===== src/rtl/go_kill_pkg.sv =====
// Shared types and defaults for the go/kill job master.
// Optional stats outputs are enabled by GO_KILL_MASTER_STATS_EN.
package go_kill_pkg;

    typedef enum logic [2:0] {
        IDLE   = 3'd0,
        LAUNCH = 3'd1,
        WAIT   = 3'd2,
        KILL   = 3'd3,
        COOL   = 3'd4
    } gk_state_t;

    localparam int DEF_TIMEOUT    = 128;
    localparam int DEF_KILL_HOLD  = 2;
    localparam int DEF_MAX_RETRY  = 2;
    localparam int DEF_CW         = 8;
    localparam int WORKER_RUN_LEN = 100;

endpackage


===== src/rtl/gk_down_timer.sv =====
// Loadable down-counter that holds at zero; used for watchdog and kill hold.
module gk_down_timer #(
    parameter int CW = 8
) (
    input  logic          clk,
    input  logic          reset,
    input  logic          load,
    input  logic [CW-1:0] value,
    input  logic          en,
    output logic          zero
);

    localparam logic [CW-1:0] ONE = CW'(1);

    logic [CW-1:0] count;

    always_ff @(posedge clk or posedge reset) begin
        if (reset) begin
            count <= '0;
        end else if (load) begin
            count <= value;
        end else if (en && count != '0) begin
            count <= count - ONE;
        end
    end

    assign zero = (count == '0);

endmodule


===== src/rtl/go_kill_master.sv =====
// Initiator of the go/kill/done job handshake with watchdog and retry.
// Define GO_KILL_MASTER_STATS_EN to add saturating result counters.
module go_kill_master
    import go_kill_pkg::*;
#(
    parameter int TIMEOUT   = DEF_TIMEOUT,
    parameter int KILL_HOLD = DEF_KILL_HOLD,
    parameter int MAX_RETRY = DEF_MAX_RETRY,
    parameter int CW        = DEF_CW
) (
    input  logic       clk,
    input  logic       reset,
    input  logic       start,
    input  logic       cancel,
    input  logic       done_in,
    output logic       go,
    output logic       kill,
    output logic       busy,
    output logic       ok,
    output logic       fail,
    output logic       cancelled,
    output logic [1:0] retries
`ifdef GO_KILL_MASTER_STATS_EN
    ,
    output logic [7:0] ok_count,
    output logic [7:0] fail_count,
    output logic [7:0] retry_count
`endif
);

    // Watchdog loads one less so WAIT lasts exactly TIMEOUT cycles.
    localparam logic [CW-1:0] WD_INIT   = CW'(TIMEOUT - 1);
    localparam logic [CW-1:0] HOLD_INIT = CW'(KILL_HOLD - 1);

    gk_state_t state, state_next;
    logic done_q, done_q2, done_rise;
    logic cancel_flag;
    logic wd_zero, hold_zero, hold_load;
    logic retry_ok, relaunch;

    assign done_rise = done_q & ~done_q2;
    assign retry_ok  = int'(retries) < MAX_RETRY;
    assign relaunch  = (state == COOL) && !cancel_flag && retry_ok;
    assign hold_load = (state_next == KILL) && (state != KILL);

    gk_down_timer #(.CW(CW)) u_watchdog (
        .clk   (clk),
        .reset (reset),
        .load  (state == LAUNCH),
        .value (WD_INIT),
        .en    (state == WAIT),
        .zero  (wd_zero)
    );

    gk_down_timer #(.CW(CW)) u_hold (
        .clk   (clk),
        .reset (reset),
        .load  (hold_load),
        .value (HOLD_INIT),
        .en    (state == KILL),
        .zero  (hold_zero)
    );

    always_comb begin
        state_next = state;
        unique case (state)
            IDLE:   if (start) state_next = LAUNCH;
            LAUNCH: state_next = cancel ? KILL : WAIT;
            WAIT: begin
                if (done_rise)    state_next = IDLE;
                else if (cancel)  state_next = KILL;
                else if (wd_zero) state_next = KILL;
            end
            KILL:   if (hold_zero) state_next = COOL;
            COOL:   state_next = relaunch ? LAUNCH : IDLE;
            default: state_next = IDLE;
        endcase
    end

    assign go   = (state == LAUNCH);
    assign kill = (state == KILL);
    assign busy = (state != IDLE);

    always_ff @(posedge clk or posedge reset) begin
        if (reset) begin
            state       <= IDLE;
            done_q      <= 1'b0;
            done_q2     <= 1'b0;
            cancel_flag <= 1'b0;
            retries     <= 2'd0;
            ok          <= 1'b0;
            fail        <= 1'b0;
            cancelled   <= 1'b0;
        end else begin
            state     <= state_next;
            done_q    <= done_in;
            done_q2   <= done_q;
            ok        <= (state == WAIT) && done_rise;
            fail      <= (state == COOL) && !relaunch;
            cancelled <= (state == COOL) && cancel_flag;
            if (state == IDLE && start) begin
                retries     <= 2'd0;
                cancel_flag <= 1'b0;
            end else begin
                if (relaunch && retries != 2'd3)
                    retries <= retries + 2'd1;
                if ((state == LAUNCH && cancel) ||
                    (state == WAIT && !done_rise && cancel))
                    cancel_flag <= 1'b1;
            end
        end
    end

`ifdef GO_KILL_MASTER_STATS_EN
    always_ff @(posedge clk or posedge reset) begin
        if (reset) begin
            ok_count    <= 8'd0;
            fail_count  <= 8'd0;
            retry_count <= 8'd0;
        end else begin
            if (ok && ok_count != 8'hff)
                ok_count <= ok_count + 8'd1;
            if (fail && fail_count != 8'hff)
                fail_count <= fail_count + 8'd1;
            if (relaunch && retry_count != 8'hff)
                retry_count <= retry_count + 8'd1;
        end
    end
`endif

endmodule


===== config.mk =====
export PLATFORM = sky130hd
export DESIGN_NAME = go_kill_master
export DESIGN_NICKNAME = d
export VERILOG_FILES = /design/src/rtl/go_kill_pkg.sv /design/src/rtl/gk_down_timer.sv /design/src/rtl/go_kill_master.sv
export SDC_FILE = /design/constraint.sdc
export NUM_CORES = 1
export LEC_CHECK = 0
export ABC_AREA = 1
export CAP_MARGIN = 10
export CORE_AREA = 5 5 61 74
export DETAILED_ROUTE_END_ITERATION = 6
export DIE_AREA = 0 0 66 79
export GPL_ROUTABILITY_DRIVEN = 0
export PLACE_DENSITY = 0.68
export SLEW_MARGIN = 30
export SYNTH_ARGS = -nofsm -noshare
export SYNTH_HDL_FRONTEND = slang
export SYNTH_HIERARCHICAL = 1
export SYNTH_SLANG_ARGS = --single-unit

===== constraint.sdc =====
create_clock -name clk -period 1.91 [get_ports clk]
set_clock_uncertainty 0.05 [all_clocks]
set_input_delay 0.382 -clock clk [delete_from_list [all_inputs] [get_ports clk]]
set_output_delay 0.382 -clock clk [all_outputs]
set_load 0.05 [all_outputs]

=== Yosys cells after proc, flatten, opt, wreduce, memory -nomap -nowiden ===
Index checks and enable logic that the tools add are counted.

* Add/subtract/negate cells: 3
* Order comparisons: 1
* Equality and inequality tests: 7
* Multiplexer cells: 16
* Bitwise gates (word level): 2
* Reduce and logical (&&, ||, !) cells: 27

{| class="wikitable"
|+ Operators with widths
! cell !! number
|-
| 8-bit 2-to-1 mux || 4
|-
| 8-bit logical NOT || 2
|-
| 8-bit nonzero test || 2
|-
| 8-bit by 1-bit subtractor with 8-bit output, second input constant || 2
|-
| 3-bit 2-to-1 mux || 5
|-
| 3-bit case mux with 5 select lines || 1
|-
| 1-bit logical AND || 13
|-
| 3-bit by 2-bit == test with 1-bit output, second input constant || 3
|-
| 2-bit nonzero test || 4
|-
| 1-bit 2-to-1 mux || 4
|-
| 2-bit 2-to-1 mux || 2
|-
| 3-bit by 1-bit == test with 1-bit output, second input constant || 1
|-
| 3-bit == test, second input constant || 1
|-
| 1-bit logical NOT || 3
|-
| 3-bit logical NOT || 1
|-
| 3-bit by 2-bit != test with 1-bit output, second input constant || 1
|-
| 3-bit nonzero test || 1
|-
| 2-bit by 1-bit adder with 2-bit output, second input constant || 1
|-
| 2-bit less-than comparator, second input constant || 1
|-
| 2-bit != test, second input constant || 1
|-
| 1-bit AND || 1
|-
| 1-bit logical OR || 1
|-
| 1-bit inverter || 1
|}

* Register bits: 27
* Bits of input ports: 5
* Output and inout port bits: 8
* Word-level logic and storage cells: 66

=== Depth between registers and ports, before layout ===
* Depth after elaboration: 8
* Depth in mapped cells: 12
* Gate-level depth less buffers: 11

=== Cells and area by module ===
Netlist, hierarchy kept.

{| class="wikitable"
|+ By module, submodules not included
! module !! instances !! cells each !! area an instance (µm²) !! sequential area each (µm²)
|-
| gk_down_timer || 2 || 91 || 633.1 || 200.2
|-
| go_kill_master || 1 || 66 || 541.8 || 275.3
|}

=== Worst setup path before layout ===
Ideal clock, no wire load.

* Path type: reg-to-reg
* Start: register state[2]
* End: register u_watchdog.count[1]
* Library setup time: 118 ps
* Data arrival time: 1589 ps
* Required time: 1742 ps
* Slack: 153 ps
* Cell stages (with the launch flop): 8
* Path buffers: 1
* Period minus slack after synthesis: 1757 ps
* Path through: dfrtp_1 > nor2_2 > nand2_1 > inv_1 > clkbuf_1 > o21ai_0 > nand2_1 > o21ai_2

* Elaborated cells between the ends (all ways): 5
* Classes of those cells: eq/ne: 2; mux: 1; reduce/logical: 2

{| class="wikitable"
|+ RTL lines
! what !! line !! RTL
|-
| from (decl) || go_kill_master.sv:35 || <nowiki>gk_state_t state, state_next;</nowiki>
|-
| from (signal assigned) || go_kill_master.sv:95 || <nowiki>state <= state_next;</nowiki>
|-
| 3-bit by 1-bit == test with 1-bit output * || n/a ||
|-
| net go || go_kill_master.sv:16 || <nowiki>output logic go,</nowiki>
|-
| 8-bit 2-to-1 mux / 2-bit nonzero test (equally long branches) || n/a ||
|-
| to (signal assigned) || gk_down_timer.sv:21 || <nowiki>count <= value;</nowiki>
|-
| to (signal assigned) || gk_down_timer.sv:23 || <nowiki>count <= count - ONE;</nowiki>
|-
| to (decl) || gk_down_timer.sv:15 || <nowiki>logic [CW-1:0] count;</nowiki>
|}

The timed path passes the listed nets; every way through them passes the cells marked *.
A chain may end at the register's enable or synchronous reset.

=== Final worst setup path ===
* Start: register ok
* End: output ok

{| class="wikitable"
|+ RTL lines
! what !! line !! RTL
|-
| from (decl) || go_kill_master.sv:19 || <nowiki>output logic ok,</nowiki>
|-
| from (signal assigned) || go_kill_master.sv:98 || <nowiki>ok <= (state == WAIT) && done_rise;</nowiki>
|}

No word-level cell between the ends.

==> impl_results.rst <==
.. list-table::
   :header-rows: 1

   * - Metric
     - Value
   * - Hpwl dp
     - between 2000 and 3000 um
   * - Beginning of the worst register-to-register path
     - u_watchdog/count[1]
   * - Synth Instances
     - about 250
   * - Data required time at the worst endpoint
     - 1480 ps
   * - Clock edge transition at the registers on the reported setup and hold paths
     - 100 ps
   * - Average detailed-routed wire length per instance
     - 10.18 um
   * - Critical Path, Cell by Cell
     - clkdlybuf4s50_1
   * - Clock share of power
     - a little under a tenth
   * - Synth Area per Inst
     - around 7.3 um^2
   * - Cell internal power dissipation
     - 1.831 mW
   * - TritonCTS clock tree
     - yes
   * - Summed area of non-filler cells in the final layout
     - 2145 um^2
   * - Maximum number of pins on one net before global-route repair
     - 17
   * - LEAKAGE
     - approximately 1.1 nW
   * - Vias in the first global route
     - 1399
   * - First-pass detailed-route iteration total
     - 4
   * - Sequential cell area fraction in the yosys report
     - 37.37%
   * - Switching component of the power
     - 1.858 mW
   * - Peak supply drop
     - between 0.0007 and 0.0008 V
   * - Yosys warns
     - 6
   * - Slowest stage delay, CP
     - 790 ps
   * - Antenna violations before repair
     - 0
   * - Critical-path top delay cell
     - sky130_fd_sc_hd__clkdlybuf4s50_1
   * - Total of max-cap violations
     - 0
   * - Count of port buffers added during placement
     - 12
   * - Setup crit start
     - ok
   * - Count of different cell masters after synthesis
     - 24
   * - Post-synthesis instance area
     - 1808 um^2
   * - Total core area
     - ~3800 um^2
   * - Layout Nets
     - ~290
   * - Share of cells above drive strength 1
     - 18.57%
   * - Unrepaired setup endpoints after global routing
     - false
   * - Number of CTS-inserted buffers
     - 3
   * - Post-route non-filler standard cell count
     - ~330
   * - Detailed-route vias per instance
     - 4.527
   * - First-pass GRT wire length
     - 6003 um
   * - Count of final hold-check violations
     - 0
   * - PwrDens
     - 1721 nW/um^2
   * - Number of H-tree levels
     - 1
   * - Count of nets left with antenna violations after detail routing
     - 0
   * - Largest delay contributor family on the critical path
     - buffers and inverters
   * - Max Clock Freq
     - 0.5420 GHz
   * - Number of clock sinks
     - 27
   * - Buf/Inv on CP
     - 1
   * - Highest fanout seen on the critical path
     - 1
   * - Number of diodes
     - 0
   * - Die width
     - 66 um
   * - Outcome
     - finished clean
   * - Part of the total power dissipated in combinational logic
     - 62.8%
   * - Final number of max-transition violations
     - 0
   * - Via count
     - 1512
   * - Synthesis-stage register bit count
     - 27
   * - Die Span Y
     - a little under 80 um
   * - Sequential cell fraction of total power
     - between 20% and 30%
   * - Post-place setup slack
     - 72.46 ps
   * - Placed Cells incl. Taps
     - 330
   * - Final worst slack
     - 64.87 ps
   * - Hold path start
     - done_q
   * - Total Routing Usage GR
     - 14.65%
   * - Final wirelength
     - 3400 um
   * - Number of DRC markers in iteration 0
     - 55
   * - # setup viols final
     - 0
   * - Most common cell after layout, fill and taps aside
     - sky130_fd_sc_hd__nand2_1
   * - Worst Setup End Kind
     - primary output
   * - Critical Setup Path Class
     - reg -> out
   * - Global-route congestion overflow total
     - 0
   * - Instance area after placement
     - 2086 um^2
   * - Die area
     - 5214 um^2
   * - CTS root buf
     - sky130_fd_sc_hd__clkbuf_8
   * - Fraction of power spent switching nets
     - 50.37%
   * - Initial core utilization
     - between 40% and 50%
   * - CP Launch Type
     - flip-flop
   * - Total Negative Setup Slacks
     - 0 ps
   * - Worst min path class
     - reg -> reg
   * - DRC errors left
     - 0
   * - Fraction of the cycle the final worst path needs
     - 96.60%
   * - WP data arrival
     - 1410 ps
   * - Bufs on Longest Clock Path
     - 2
   * - Commonest cells after routing, fill and taps aside
     - sky130_fd_sc_hd__nand2_1, sky130_fd_sc_hd__inv_1, sky130_fd_sc_hd__nand3_1
   * - Final Critical Period
     - 1845 ps
   * - Clock Latency Late Sink
     - 280 ps
   * - Layout-stage area growth over the synthesis result
     - 18.62%
   * - Row Count
     - 25
   * - Hold Buf Count CTS
     - 0
   * - I/O pin total
     - 13
[cell type report]
class                      instances  area [um^2]
clock buffer                       3        41.29
clock inverter                     1        7.507
fill                             373         1640
inverter                          36        135.1
multi-input combinational        195         1042
sequential                        27        675.6
tap                               54        67.56
timing repair buffer              18        175.2
[Yosys cell counts]
library cell	count	area share, %
sky130_fd_sc_hd__xnor2_1	4	1.9
sky130_fd_sc_hd__nand2_2	2	0.69
sky130_fd_sc_hd__a21oi_2	1	0.48
sky130_fd_sc_hd__or2_2	2	0.69
sky130_fd_sc_hd__inv_2	2	0.42
sky130_fd_sc_hd__clkbuf_1	2	0.42
sky130_fd_sc_hd__o21ai_4	2	1.8
sky130_fd_sc_hd__buf_2	2	0.55
sky130_fd_sc_hd__nand3_1	31	8.6
sky130_fd_sc_hd__nor2_4	4	2.5
sky130_fd_sc_hd__nand2_4	4	2.5
sky130_fd_sc_hd__o21ai_0	8	2.2
sky130_fd_sc_hd__o21ai_1	1	0.28
sky130_fd_sc_hd__o21ai_2	7	3.4
sky130_fd_sc_hd__nand3_2	4	2.2
sky130_fd_sc_hd__ha_1	5	3.5
sky130_fd_sc_hd__nor2_2	4	1.4
sky130_fd_sc_hd__conb_1	2	0.42
sky130_fd_sc_hd__inv_1	34	7.1
sky130_fd_sc_hd__nor2_1	20	4.2
sky130_fd_sc_hd__nand4_1	5	1.7
sky130_fd_sc_hd__nand2_1	72	15
sky130_fd_sc_hd__nor3_1	3	0.83
sky130_fd_sc_hd__dfrtp_1	27	37
[state kept, by name (all words and copies together), names as in the netlist]
name              count
cancel_flag           1
cancelled             1
done_q                1
done_q2               1
fail                  1
ok                    1
retries               2
state                 3
u_hold/count          8
u_watchdog/count      8
[timing repair]
action / CTS / global route
endpoints found under the setup margin: 0 / 8
hold endpoints to repair: 0 / 0
gates resized for setup: 0 / 4
setup buffers: 0 / 0
[power by group through the flow]
stage / sequential [mW] / clock [mW] / combinational [mW]
6_report: 1.03 / 0.336 / 2.32
5_1_grt: 1.07 / 0.373 / 2.65
4_1_cts: 1.03 / 0.350 / 2.32
3_5_place_dp: 1.04 / 0 / 2.32
3_3_place_gp: 1.04 / 0 / 2.29
2_1_floorplan: 1.01 / 0 / 1.79
[worst paths after layout]
| path | endpoint | slack (ps) | depth (start not counted) |
|---|---|---|---|
| max | ok | 60 | 1 |
| min | done_q2 | 340 | 0 |
| max reg2reg | u_hold/count[4] | 190 | 11 |
| min reg2reg | done_q2 | 340 | 0 |
| max in group asynchronous | state[2] | 1120 | 2 |
| min in group asynchronous | u_watchdog/count[7] | 380 | 2 |
[through the flow]
stage | power [mW] | hold slack [ps] | util (%)
floorplan | 2.806 | 147.7 | -
global placement | 3.330 | 320.3 | 55.11
detailed placement | 3.361 | 319.0 | 55.11
CTS | 3.705 | 348.6 | 56.40
global route | 4.089 | 356.3 | 56.66
finish | 3.690 | 343.3 | 56.66
[cells by family (layout without fill, tap and decap cells)]
logic type | count (synthesis) | after routing | synth area share, %
fa+ha+maj | 5 | 5 | 3.460
flops | 27 | 27 | 37.37
other cells | 2 | 16 | 0.4154
simple gates | 151 | 151 | 40.21
buf+inv | 40 | 58 | 8.443
xor+xnor | 4 | 4 | 1.938
compound gates | 19 | 19 | 8.166
[per-layer routing]
metal,wire [um],vias up,track usage [%],share of wire (%)
met5,0,-,0,0
met4,26,0,4.878,0.76
met3,65,2,2.546,1.9
met2,1727,8,26.08,51
met1,1581,674,17.56,47
li1,-,828,-,-
Note: power is estimated with default switching activity, not from simulation.
